--- config.mk ---
export PLATFORM = sky130hd
export DESIGN_NAME = sim_controller
export DESIGN_NICKNAME = d
export VERILOG_FILES = /design/src/rtl/sim_controller.sv
export SDC_FILE = /design/constraint.sdc
export NUM_CORES = 1
export LEC_CHECK = 0
export BUFFER_PORTS_ARGS = -buffer_cell sky130_fd_sc_hd__buf_4
export CORE_UTILIZATION = 53
export DETAILED_ROUTE_END_ITERATION = 6
export PLACE_DENSITY = 0.78
export SYNTH_ARGS = -nofsm -noshare
export SYNTH_HDL_FRONTEND = slang
export SYNTH_SLANG_ARGS = --single-unit
--- constraint.sdc ---
create_clock -name clk -period 2.7 [get_ports clk]
set_input_delay 0.135 -clock clk [delete_from_list [all_inputs] [get_ports clk]]
set_output_delay 0.135 -clock clk [all_outputs]
set_load 0.01 [all_outputs]
--- src/rtl/sim_controller.sv ---
// ---------------------------------------------------------------------------
// sim_controller
//
// Run controller for the pipelined core's simulation top. It holds the core
// in reset for a configurable number of cycles, then lets it run while it
// counts cycles and retired instructions. A run ends on one of three events:
//   - a write to TOHOST_ADDR (value 1 = PASS, anything else = FAIL),
//   - a retire-stall watchdog expiring (HANG),
//   - the global RUN-cycle budget running out (TIMEOUT).
// Once a run ends, the result is sticky until rst is sampled low again.
//
// Ports
//   clk           in   1      single clock, posedge
//   rst           in   1      synchronous, active-low reset
//   dbus_we       in   1      core data-bus write strobe
//   dbus_addr     in   XLEN   core data-bus write address
//   dbus_wdata    in   XLEN   core data-bus write data
//   retire        in   1      one instruction retired this cycle
//   core_rst      out  1      active-high reset to the core
//   running       out  1      controller is in RUN
//   done          out  1      sticky run-complete flag
//   result        out  3      0 none, 1 PASS, 2 FAIL, 3 TIMEOUT, 4 HANG
//   fail_code     out  XLEN-1 dbus_wdata[XLEN-1:1] captured on FAIL
//   cycle_count   out  CNT_W  RUN cycles elapsed
//   retire_count  out  CNT_W  instructions retired in RUN (saturating)
// ---------------------------------------------------------------------------
module sim_controller #(
  parameter int unsigned          XLEN         = 32,
  parameter int unsigned          CNT_W        = 32,
  parameter int unsigned          RESET_CYCLES = 2,
  parameter int unsigned          MAX_CYCLES   = 10000,
  parameter int unsigned          STALL_LIMIT  = 1024,
  parameter logic [XLEN-1:0]      TOHOST_ADDR  = 32'h0000_1000
) (
  input  logic              clk,
  input  logic              rst,
  input  logic              dbus_we,
  input  logic [XLEN-1:0]   dbus_addr,
  input  logic [XLEN-1:0]   dbus_wdata,
  input  logic              retire,
  output logic              core_rst,
  output logic              running,
  output logic              done,
  output logic [2:0]        result,
  output logic [XLEN-2:0]   fail_code,
  output logic [CNT_W-1:0]  cycle_count,
  output logic [CNT_W-1:0]  retire_count
);

  typedef enum logic [1:0] {
    S_HOLD = 2'd0,
    S_RUN  = 2'd1,
    S_DONE = 2'd2
  } state_e;

  localparam logic [2:0] RES_NONE    = 3'd0;
  localparam logic [2:0] RES_PASS    = 3'd1;
  localparam logic [2:0] RES_FAIL    = 3'd2;
  localparam logic [2:0] RES_TIMEOUT = 3'd3;
  localparam logic [2:0] RES_HANG    = 3'd4;

  // Hold counter only needs to reach RESET_CYCLES-1; +1 keeps the width
  // non-zero when RESET_CYCLES is 1.
  localparam int unsigned         HOLD_W     = $clog2(RESET_CYCLES + 1);
  localparam logic [HOLD_W-1:0]   HOLD_LAST  = HOLD_W'(RESET_CYCLES - 1);
  localparam logic [CNT_W-1:0]    CYCLE_LAST = CNT_W'(MAX_CYCLES - 1);
  localparam logic [CNT_W-1:0]    STALL_LAST =
    CNT_W'((STALL_LIMIT == 0) ? 0 : (STALL_LIMIT - 1));

  state_e              state_q,        state_d;
  logic [HOLD_W-1:0]   hold_cnt_q,     hold_cnt_d;
  logic                core_rst_q,     core_rst_d;
  logic                running_q,      running_d;
  logic                done_q,         done_d;
  logic [2:0]          result_q,       result_d;
  logic [XLEN-2:0]     fail_code_q,    fail_code_d;
  logic [CNT_W-1:0]    cycle_q,        cycle_d;
  logic [CNT_W-1:0]    retire_cnt_q,   retire_cnt_d;
  logic [CNT_W-1:0]    stall_q,        stall_d;

  logic                tohost_hit;
  logic                hang_hit;
  logic                timeout_hit;

  // Terminating-event detectors, all on the current cycle's inputs and the
  // pre-increment counter values.
  assign tohost_hit  = dbus_we && (dbus_addr == TOHOST_ADDR);
  assign timeout_hit = (cycle_q == CYCLE_LAST);

  // STALL_LIMIT of zero removes the watchdog entirely.
  generate
    if (STALL_LIMIT == 0) begin : g_no_watchdog
      assign hang_hit = 1'b0;
    end else begin : g_watchdog
      assign hang_hit = (stall_q == STALL_LAST) && !retire;
    end
  endgenerate

  // -------------------------------------------------------------------------
  // Next-state / output logic
  // -------------------------------------------------------------------------
  always_comb begin
    state_d      = state_q;
    hold_cnt_d   = hold_cnt_q;
    core_rst_d   = core_rst_q;
    running_d    = running_q;
    done_d       = done_q;
    result_d     = result_q;
    fail_code_d  = fail_code_q;
    cycle_d      = cycle_q;
    retire_cnt_d = retire_cnt_q;
    stall_d      = stall_q;

    unique case (state_q)
      S_HOLD: begin
        // Tohost writes and retires are deliberately not looked at here.
        if (hold_cnt_q == HOLD_LAST) begin
          state_d    = S_RUN;
          core_rst_d = 1'b0;
          running_d  = 1'b1;
        end else begin
          hold_cnt_d = hold_cnt_q + 1'b1;
        end
      end

      S_RUN: begin
        // Counters include the cycle on which the run terminates.
        cycle_d = cycle_q + 1'b1;
        if (retire && (retire_cnt_q != {CNT_W{1'b1}})) begin
          retire_cnt_d = retire_cnt_q + 1'b1;
        end
        if (retire) begin
          stall_d = '0;
        end else if (stall_q != {CNT_W{1'b1}}) begin
          stall_d = stall_q + 1'b1;
        end

        // Priority: tohost > hang > timeout.
        if (tohost_hit) begin
          state_d   = S_DONE;
          running_d = 1'b0;
          done_d    = 1'b1;
          if (dbus_wdata == XLEN'(1)) begin
            result_d = RES_PASS;
          end else begin
            result_d    = RES_FAIL;
            fail_code_d = dbus_wdata[XLEN-1:1];
          end
        end else if (hang_hit) begin
          state_d   = S_DONE;
          running_d = 1'b0;
          done_d    = 1'b1;
          result_d  = RES_HANG;
        end else if (timeout_hit) begin
          state_d   = S_DONE;
          running_d = 1'b0;
          done_d    = 1'b1;
          result_d  = RES_TIMEOUT;
        end
      end

      S_DONE: begin
        // Everything frozen until rst is sampled low.
      end

      default: begin
        // Unused encoding: restart the reset sequence.
        state_d    = S_HOLD;
        hold_cnt_d = '0;
        core_rst_d = 1'b1;
        running_d  = 1'b0;
        done_d     = 1'b0;
        result_d   = RES_NONE;
      end
    endcase
  end

  // -------------------------------------------------------------------------
  // State and output registers
  // -------------------------------------------------------------------------
  always_ff @(posedge clk) begin
    if (!rst) begin
      state_q      <= S_HOLD;
      hold_cnt_q   <= '0;
      core_rst_q   <= 1'b1;
      running_q    <= 1'b0;
      done_q       <= 1'b0;
      result_q     <= RES_NONE;
      fail_code_q  <= '0;
      cycle_q      <= '0;
      retire_cnt_q <= '0;
      stall_q      <= '0;
    end else begin
      state_q      <= state_d;
      hold_cnt_q   <= hold_cnt_d;
      core_rst_q   <= core_rst_d;
      running_q    <= running_d;
      done_q       <= done_d;
      result_q     <= result_d;
      fail_code_q  <= fail_code_d;
      cycle_q      <= cycle_d;
      retire_cnt_q <= retire_cnt_d;
      stall_q      <= stall_d;
    end
  end

  assign core_rst     = core_rst_q;
  assign running      = running_q;
  assign done         = done_q;
  assign result       = result_q;
  assign fail_code    = fail_code_q;
  assign cycle_count  = cycle_q;
  assign retire_count = retire_cnt_q;

endmodule
==> results.txt, run 1 <==
----------------------------------------------------
[Place]
  Number of port buffers ... 168
  RD Place Congestion ... 0.878
  HPWL after DPL ... 12.9 mm
  Cell count after placement ... 1087

[Yosys]
  Post-synth EDFFs ... 0
  Sequential cell area fraction in the yosys report ... 0.415
  Synth top area share ... 0.415
  Cell types with the largest area share after synthesis ... dfxtp_1, nor2_1, mux2i_1
  Number of synthesis warnings ... 0
  Synth Net Count ... 849
  Number of distinct library cells after synthesis ... 59
  Most used flip-flop cell after synthesis ... dfxtp_1
  Post-Syn Area ... 6570 um^2
  Library cell occupying the most area in the post-synthesis netlist ... dfxtp_1
  Synth async-reset ratio ... 0
  Average cell area after synthesis ... 8.49 um^2
  FF+latch count, synth ... 136
  Post-Syn Instances ... 774

[Power]
  VDD IR-drop max ... 477 uV
  Leakage power figure ... 3.66 nW
  Power density over cell area ... 587 nW/um^2

[Timing]
  Highest Clock Rate ... 412 MHz
  Sum of negative setup slack ... 0 ps
  Worst rel slew slack ... 0.551
  Final Critical Period ... 2430 ps
  Number of endpoints with negative hold slack in the final report ... 0
  Actual slew at the worst max-slew pin ... 667 ps
  RSZ-0062 raised after global routing ... false
  Number of endpoints failing setup at the final stage ... 0
  Pins Over Slew Limit ... 0
  Fraction of the cycle the final worst path needs ... 0.898
  Max Clock Skew ... 5.50 ps

[Global route]
  Vias in the first global route ... 6491
  Remaining global-route overflow ... 0
  Initial antenna violation count ... 0
  First-pass GRT wire length ... 31.0 mm
  Tot GR Track Use ... 0.303
  Pin count of the biggest net entering global routing ... 37

[Cells and area]
  Ratio of cells with drive above 1 in the final layout ... 0.242
  Area Growth Syn to Fin ... 35.7%
  Antenna diode count ... 0
  Final #Nets ... 1044
  Fill cells ... 867
  Post-layout instance count excluding filler cells ... 1149

[Worst hold path]
  Worst hold-check path type ... input pin to flip-flop
  Hold wc startpoint ... rst

[Worst setup path]
  Worst-path fanout max ... 9
  Type of element capturing the critical path ... flip-flop
  Launching point of the worst reg2reg path ... state_q[1]
  Source of the critical timing path ... state_q[1]
  CP startpoint kind ... flip-flop
  Arr. time, crit path ... 2770 ps
  Required time at the worst-slack endpoint ... 3040 ps
  Kind of critical path ... flip-flop to flip-flop

[Routing]
  Vias ... 6744
  Remaining antenna violation count after routing ... 0
  TritonRoute pass-1 iters ... 5
  Violation count after the first detailed-routing iteration ... 447
  DRC ... 0
  Routed wire length ... 19.3 mm
  Mean routed wirelength per cell ... 16.8 um
  Via/cell ratio ... 5.87

[Die]
  Horizontal extent of the die ... 113 um
  Placement Rows ... 40
  Vertical die dimension ... 113 um
  Area of the core region ... 12100 um^2
  Count of boundary I/O pins ... 169
  Initial standard-cell utilization of the core ... 0.545
  Floorplan die area ... 12800 um^2

[Clocking]
  Clock root buffer ... clkbuf_16
  Post-CTS Setup Inserts ... 0
  Clk Latency, worst-skew pair ... 420 ps
  Number of clock sinks ... 136
  Clock tree from TritonCTS ... done
  Max H-tree Level ... 4
  Maximum buffer depth of the clock tree ... 2
  Hold buffer count at CTS ... 31
  Number of clock buffers inserted by TritonCTS ... 17
  CTS resizes ... 0
  Clock edge transition at the registers on the reported setup and hold paths ... 50 ps

[Flow run]
  Max-capacitance violation count ... 0

[Status]
  Result of the run ... completed

----------------------------------------------------
==> kinds of logic after synthesis <==
kind of cell	synth area share
buffers and inverters	0.0335
muxes	0.0526
DFF	0.415
adders and majority gates	0.0133
xor gates and xnor gates	0.0653
and+or+nand+nor	0.314
AOI/OAI and AO/OA	0.107
==> Yosys cell counts, types with 4 or more instances <==
library cell / count
o21ai_1: 9
nand2_1: 49
nor2_1: 106
nand3_1: 33
a31oi_1: 9
o21ai_0: 28
or3_1: 20
clkbuf_1: 26
and2_1: 8
and4_1: 12
nor2b_1: 4
ha_1: 7
nor4b_1: 8
nor3_1: 30
buf_2: 8
a21oi_1: 41
nor4_1: 28
xor2_1: 22
inv_1: 16
o221a_1: 6
and3_1: 15
dfxtp_1: 136
mux2i_1: 33
nand4_1: 39
xnor2_1: 27
==> layout by cell type (no fill, tap or decap), types with 12 or more instances in the layout <==
cell type      synthesis  final
nor3_1                30     30
o21ai_0               28     28
dlygate4sd3_1          0     31
clkbuf_16              0     17
and4_1                12     12
xnor2_1               27     27
nor4_1                28     28
nand3_1               33     32
xor2_1                22     22
or3_1                 20     20
nand2_1               49     49
nor2_1               106    106
nand4_1               39     39
buf_4                  2    183
mux2i_1               33     33
inv_1                 16     15
dfxtp_1              136    136
a21oi_1               41     41
and3_1                15     15
==> metal layers <==
metal | GRT usage | routed length (um) | part of all wire | vias up
met2 | 0.532 | 9770 | 0.51 | 281
met1 | 0.354 | 7810 | 0.41 | 3208
li1 | - | - | - | 3208
met3 | 0.0728 | 1190 | 0.062 | 47
met5 | 0 | 0 | 0 | -
met4 | 0.122 | 501 | 0.026 | 0
==> registers in the layout, indices dropped and copies added, names as in the netlist <==
register and count:
cycle_count 32, retire_count 32, stall_q 32, fail_code 31, result 3, hold_cnt_q 2, core_rst 1, done 1
running 1, state_q 1
==> layout make-up <==
type / count / area [um^2] / share of cell area
clock inverter: 7 / 90.1 / 0.0101
inverter: 16 / 61.3 / 0.00688
multi-input combinational: 584 / 3630 / 0.407
sequential: 136 / 2720 / 0.306
tap: 168 / 210 / 0.0236
timing repair buffer: 214 / 1680 / 0.189
clock buffer: 24 / 512 / 0.0574
==> path summary, 6_finish.rpt <==
kind | slack [ps] | to | depth (start not counted)
hold reg to reg | 470 | result[1] | 2
hold / removal | 110 | core_rst | 2
setup / recovery | 270 | cycle_count[24] | 7
setup reg to reg | 270 | cycle_count[24] | 7
==> report_power, final <==
group	internal, mW	total [mW]	switching (mW)
clock	1.50	2.33	0.838
combinational	0.341	0.796	0.455
sequential	2.06	2.10	0.0432
total	3.90	5.23	1.34
==> worst max-delay path, cell delays in order (launching register included) <==
cell	delay (ps)
dfxtp_1	320
inv_1	80
ha_1	310
nand4_1	280
nor3_2	380
nand4_1	370
or3_1	440
a21oi_1	170
==> metrics by stage <==
step,power [mW],utilization,hold slack (ps),setup slack (ps),instance area [um^2]
global route,5.44,0.739,112,62.3,8910
finish,5.23,0.739,106,274,8910
CTS,5.24,0.739,83.2,305,8910
global placement,2.86,0.663,374,481,8000
floorplan,2.60,-,279,591,6570
detailed placement,2.89,0.663,385,335,8000
Power figures use the tool's default switching activity.
==> run 2, diff against run 1 <==
--- a/config.mk
+++ b/config.mk
@@ -6,7 +6,9 @@
 export NUM_CORES = 1
 export LEC_CHECK = 0
 export BUFFER_PORTS_ARGS = -buffer_cell sky130_fd_sc_hd__buf_4
-export CORE_UTILIZATION = 53
+export CELL_PAD_IN_SITES_DETAIL_PLACEMENT = 1
+export CELL_PAD_IN_SITES_GLOBAL_PLACEMENT = 2
+export CORE_UTILIZATION = 31
 export DETAILED_ROUTE_END_ITERATION = 6
 export PLACE_DENSITY = 0.78
 export SYNTH_ARGS = -nofsm -noshare
==> run 2 against run 1 <==
  * Die area is 70% higher
  * Clock skew is 3.8 ps higher
  * Combinational power is 0.5% higher
  * Global-route usage is 10 points lower
  * First-iteration DRC count is 36% lower
  * Non-clock buffer count is 2 higher
==> results.txt, run 2 (synthesis gave the netlist of run 1 again) <==
----------------------------------------------------
[Status]
  Result of the run ... completed

[Worst setup path]
  Critical Path, Cell by Cell ... ha_1 > nand3_2 > or4_1 > nor3_2 > or3_1 > nand4_1 > a21oi_1
  Cell class contributing the biggest share of worst-path delay ... simple AND/OR/NAND/NOR gates
  Type of element capturing the critical path ... flip-flop
  Required time at the worst-slack endpoint ... 3040 ps (about the same)
  Kind of critical path ... flip-flop to flip-flop
  Worst path bufs/invs ... 0 (-1)
  Worst-path fanout max ... 9 (unchanged)
  Arr. time, crit path ... 2680 ps (-90 ps)
  CP peak stage delay ... 540 ps (+100 ps)
  CP startpoint kind ... flip-flop
  Slowest CP cell ... or4_1

[Timing]
  Worst rel slew slack ... 0.589 (+0.0380)
  Max Clock Skew ... 9.31 ps (+3.81 ps)
  Fraction of the cycle the final worst path needs ... 0.866 (-0.0325)
  Sum of negative setup slack ... 0 ps (unchanged)
  Highest Clock Rate ... 428 MHz (+3.8%)
  Worst setup margin ... 362 ps (+87.7 ps)
  Final Critical Period ... 2340 ps (-87.7 ps)
  Pins Over Slew Limit ... 0 (unchanged)
  RSZ-0062 raised after global routing ... false
  Actual slew at the worst max-slew pin ... 614 ps (-53.7 ps)
  Number of endpoints failing setup at the final stage ... 0 (unchanged)
  Number of endpoints with negative hold slack in the final report ... 0 (unchanged)
  Tightest hold margin ... 90.5 ps (-15.2 ps)

[Power]
  Sequential cell fraction of total power ... 0.402 (about the same)
  Switching Fraction ... 0.280 (+0.0245)
  Leakage power figure ... 3.67 nW (+0.19%)
  Internal power of the cells ... 3.76 mW (-3.4%)
  Power density over cell area ... 577 nW/um^2 (-1.7%)
  VDD IR-drop max ... 363 uV (-24%)
  Switching Power ... 1.46 mW (+9.4%)
  Share of power burned in the clock network ... 0.445 (about the same)
  Comb power frac ... 0.153 (about the same)

[Clocking]
  Number of clock sinks ... 136 (unchanged)
  Max H-tree Level ... 4 (unchanged)
  Post-CTS Setup Inserts ... 0 (unchanged)
  Maximum buffer depth of the clock tree ... 2 (unchanged)
  Number of clock buffers inserted by TritonCTS ... 17 (unchanged)
  Clock root buffer ... clkbuf_16
  Clock edge transition at the registers on the reported setup and hold paths ... 60 ps (about the same)
  Clock tree from TritonCTS ... done
  Clk Latency, worst-skew pair ... 420 ps (about the same)

[Routing]
  Mean routed wirelength per cell ... 16.8 um (+0.36%)
  TritonRoute pass-1 iters ... 4 (-1)
  Violation count after the first detailed-routing iteration ... 287 (-36%)
  Routed wire length ... 21.1 mm (+9.4%)
  DRC ... 0 (unchanged)
  Vias ... 6512 (-3.4%)
  Via/cell ratio ... 5.20 (-11%)
  Remaining antenna violation count after routing ... 0 (unchanged)

[Place]
  Cell count after placement ... 1191 (+9.6%)
  Post-place setup slack ... 363 ps (+28.2 ps)
  Placed Area ... 8170 um^2 (+2.1%)
  HPWL after DPL ... 14.8 mm (+14%)
  RD Place Congestion ... 0.771 (-12%)
  Number of port buffers ... 168 (unchanged)

[Global route]
  Initial antenna violation count ... 0 (unchanged)
  First-pass GRT wire length ... 35.1 mm (+13%)
  Tot GR Track Use ... 0.200 (-0.102)
  Vias in the first global route ... 6669 (+2.7%)
  Remaining global-route overflow ... 0 (unchanged)
  Pin count of the biggest net entering global routing ... 52 (+41%)

[Cells and area]
  Fill cells ... 2441 (+180%)
  Final non-filler cell area ... 9050 um^2 (+1.6%)
  Antenna diode count ... 0 (unchanged)
  Post-layout instance count excluding filler cells ... 1253 (+9.1%)
  Area Growth Syn to Fin ... 37.8%
  Ratio of cells with drive above 1 in the final layout ... 0.244 (+0.00256)
  Final #Nets ... 1046 (+0.19%)
  Most common cell after layout, fill and taps aside ... buf_4
  Leading cell types in the layout, fill and taps excluded ... buf_4, dfxtp_1, nor2_1

[Die]
  Initial standard-cell utilization of the core ... 0.320 (-0.224)
  Floorplan die area ... 21800 um^2 (+70%)
  Placement Rows ... 52 (+30%)
  Horizontal extent of the die ... 148 um (+30%)
  Vertical die dimension ... 148 um (+30%)
  Count of boundary I/O pins ... 169 (unchanged)
  Area of the core region ... 20500 um^2 (+70%)

[Flow run]
  Max-capacitance violation count ... 0 (unchanged)

[Worst hold path]
  Worst hold-check path type ... input pin to flip-flop

----------------------------------------------------
-- run 2: layout make-up --
type | instances | area [um^2] | share of cell area
Inverter | 16 | 62.6 | 0.00691
Clock buffer | 17 | 425 | 0.0470
Sequential cell | 136 | 2720 | 0.301
Clock inverter | 14 | 146 | 0.0162
Timing Repair Buffer | 216 | 1720 | 0.191
Multi-Input combinational cell | 584 | 3630 | 0.401
Tap cell | 270 | 338 | 0.0373
-- run 2: power by group through the flow --
stage / logic (mW) / clock network (mW) / registers [mW]
final: 0.800 / 2.32 / 2.10
after detailed placement: 0.769 / 0 / 2.15
after global routing: 0.893 / 2.46 / 2.11
after CTS: 0.809 / 2.38 / 2.10
after floorplan: 0.447 / 0 / 2.15
after global placement: 0.762 / 0 / 2.14
-- run 2: path summary, 6_finish.rpt --
kind	start	to	slack, ps	cells past startpoint
setup / recovery	stall_q[0]	result[0]	360	7
hold / removal	rst	core_rst	90	2
setup reg to reg	stall_q[0]	result[0]	360	7
hold reg to reg	result[2]	result[2]	460	2
-- run 2: per-layer routing --
layer	track usage	share of wire	vias to the layer above
met4	0.0531	0.013	0
met2	0.339	0.48	141
met1	0.251	0.46	3136
li1	-	-	3214
met3	0.0525	0.049	21
met5	0	0	-
-- run 2: repair_timing --
item | in CTS | in global routing
hold endpoints to repair | 31 | 0
resized for setup | 0 | 0
hold buffers | 31 | 0
-- run 2: metrics by stage --
stage | power [mW] | utilization
after floorplan | 2.60 | -
after global placement | 2.91 | 0.398
after detailed placement | 2.92 | 0.398
after CTS | 5.29 | 0.442
after global routing | 5.46 | 0.442
final | 5.23 | 0.442
==> run 3, diff against run 2 <==
==> constraint.sdc (replaced) <==
create_clock -name clk -period 2.2 [get_ports clk]
set_input_delay 0.11 -clock clk [delete_from_list [all_inputs] [get_ports clk]]
set_output_delay 0.11 -clock clk [all_outputs]
set_load 0.01 [all_outputs]
==> run 3 against run 2 <==
  * Register-to-register slack lost 240 ps
  * Die area unchanged
  * Worst setup slack lost 240 ps
  * Sequential cell count did not move
  * Clock-buffer cell count grew 1
  * Final cell count up 3.8%
  * Hold slack worse by 8.0 ps
  * Combinational power increased by 31%
  * First-iteration DRC count is 11% lower
  * Critical endpoint is now stall_q[23]
  * Largest cell class unchanged
  * Largest power group unchanged
  * Highest routed layer unchanged
==> results.txt, run 3 (synthesis gave the netlist of run 1 again) <==
----------------------------------------------------
[Place]
  RD Place Congestion ... 0.807 (+4.6%)
  Number of port buffers ... 168 (unchanged)
  HPWL after DPL ... 15.4 mm (+4.3%)
  Post-place setup slack ... 17.9 ps (-346 ps)

[Timing]
  RSZ-0062 raised after global routing ... true
  Number of endpoints with negative hold slack in the final report ... 0 (unchanged)
  Pins Over Slew Limit ... 0 (unchanged)
  Fraction of the cycle the final worst path needs ... 0.945 (+0.0793)
  Number of endpoints failing setup at the final stage ... 0 (unchanged)
  Final Critical Period ... 2080 ps (-259 ps)
  Actual slew at the worst max-slew pin ... 615 ps (+1.33 ps)
  Highest Clock Rate ... 481 MHz (+12%)
  Max Clock Skew ... 10.7 ps (+1.41 ps)
  Worst rel slew slack ... 0.587 (-0.00288)
  Worst setup margin ... 121 ps (-241 ps)

[Global route]
  Tot GR Track Use ... 0.209 (+0.00860)
  Initial antenna violation count ... 0 (unchanged)
  First-pass GRT wire length ... 36.3 mm (+3.4%)
  Pin count of the biggest net entering global routing ... 40 (-23%)
  Vias in the first global route ... 6833 (+2.5%)
  Remaining global-route overflow ... 0 (unchanged)

[Die]
  Horizontal extent of the die ... 148 um (unchanged)
  Area of the core region ... 20500 um^2 (unchanged)
  Initial standard-cell utilization of the core ... 0.320 (unchanged)
  Count of boundary I/O pins ... 169 (unchanged)
  Vertical die dimension ... 148 um (unchanged)
  Placement Rows ... 52 (unchanged)
  Floorplan die area ... 21800 um^2 (unchanged)

[Routing]
  TritonRoute pass-1 iters ... 4 (unchanged)
  Mean routed wirelength per cell ... 17.0 um (+1.3%)
  Routed wire length ... 22.2 mm (+5.1%)
  Via/cell ratio ... 5.16 (-0.70%)
  Remaining antenna violation count after routing ... 0 (unchanged)
  DRC ... 0 (unchanged)
  Vias ... 6709 (+3.0%)
  Violation count after the first detailed-routing iteration ... 254 (-11%)

[Power]
  Switching Fraction ... 0.280 (about the same)
  Comb power frac ... 0.160 (+0.007)
  VDD IR-drop max ... 462 uV (+27%)
  Internal power of the cells ... 4.70 mW (+25%)
  Power density over cell area ... 690 nW/um^2 (+19%)
  Leakage power figure ... 3.92 nW (+6.7%)
  Share of power burned in the clock network ... 0.446 (about the same)
  Switching Power ... 1.83 mW (+25%)
  Sequential cell fraction of total power ... 0.394 (-0.008)
  Final Total Pwr ... 6.53 mW (+25%)

[Clocking]
  Number of clock buffers inserted by TritonCTS ... 17 (unchanged)
  Clk Latency, worst-skew pair ... 420 ps (about the same)
  Number of clock sinks ... 136 (unchanged)
  Clock root buffer ... clkbuf_16
  Clock tree from TritonCTS ... done
  Clock edge transition at the registers on the reported setup and hold paths ... 60 ps (about the same)
  Maximum buffer depth of the clock tree ... 2 (unchanged)
  Max H-tree Level ... 4 (unchanged)

[Cells and area]
  Antenna diode count ... 0 (unchanged)
  Final #Nets ... 1093 (+4.5%)
  Ratio of cells with drive above 1 in the final layout ... 0.287 (+0.0432)
  Leading cell types in the layout, fill and taps excluded ... buf_4, dfxtp_1, nor2_1
  Share of the core filled with cells ... 0.462 (+0.0205)
  Most common cell after layout, fill and taps aside ... buf_4
  Area Growth Syn to Fin ... 44.2%

[Worst setup path]
  Critical Path, Cell by Cell ... buf_4 > nand4_1 > nor4_4 > or3b_1 > or4b_1 > a21oi_1
  CP startpoint kind ... flip-flop
  Slowest CP cell ... or4b_1
  Type of element capturing the critical path ... flip-flop
  CP peak stage delay ... 480 ps (-60 ps)
  Worst-path fanout max ... 5 (-4)
  Kind of critical path ... flip-flop to flip-flop
  Arr. time, crit path ... 2430 ps (-250 ps)
  Required time at the worst-slack endpoint ... 2550 ps (-490 ps)

[Status]
  Result of the run ... completed

[Worst hold path]
  Worst hold-check path type ... input pin to flip-flop

[Flow run]
  Max-capacitance violation count ... 0 (unchanged)

----------------------------------------------------
run 3: cell types whose count changed in the layout (fill, tap and decap cells not counted), sizes merged:
cell,delta
buf,+47
clkbuf,+1
clkinv,-1
run 3: area by class of cell:
cell class,count,area (um^2)
Multi-Input combinational cell,584,3670
Tap cell,270,338
Clock inverter,13,145
Fill cell,2421,11000
Clock buffer,18,439
Sequential cell,136,2730
Timing Repair Buffer,263,2090
Inverter,16,62.6
run 3: routing by layer:
layer	GRT usage	part of all wire
met3	0.0525	0.050
met2	0.349	0.48
met5	0	0
met1	0.264	0.46
met4	0.0629	0.016
run 3: final timing paths:
path               startpoint     endpoint  slack, ps  depth (start not counted)
hold reg to reg     result[2]    result[2]        460                          2
setup / recovery  stall_q[12]  stall_q[23]        120                          6
hold / removal            rst     core_rst         80                          2
setup reg to reg  stall_q[12]  stall_q[23]        120                          6
run 3: timing repair:
| action | in CTS | in global routing |
|---|---|---|
| resized for setup | 1 | 9 |
| setup endpoints to repair | 2 | 22 |
| setup buffers | 0 | 5 |
| hold buffers | 31 | 0 |
| cloned | 0 | 0 |
| pin swaps | 0 | 6 |
| hold endpoints to repair | 31 | 0 |
run 3: per-stage QoR:
stage | cells | instance area, um^2 | setup TNS, ps | hold slack [ps]
4_1_cts | 1295 | 9400 | 0 | 65.5
3_5_place_dp | 1233 | 8490 | 0 | 361
6_report | 1300 | 9470 | 0 | 82.5
5_1_grt | 1300 | 9470 | -17.6 | 77.2
2_1_floorplan | 774 | 6570 | 0 | 254
3_3_place_gp | 1233 | 8490 | 0 | 350
run 3: worst max-delay path: cells and delay by family, from the launching register on:
kind / cells / cell delay (ps)
AND/OR/NAND/NOR: 4 / 1380
flip-flops: 1 / 330
AO/OA/AOI/OAI: 1 / 150
buffers and inverters: 1 / 140
run 3: power groups by stage:
stage | Combinational, mW | Sequential [mW] | Clock [mW]
after floorplan | 0.548 | 2.64 | 0
after global placement | 0.989 | 2.63 | 0
after detailed placement | 0.996 | 2.63 | 0
after CTS | 1.05 | 2.57 | 2.98
after global routing | 1.16 | 2.58 | 3.08
final | 1.05 | 2.57 | 2.91
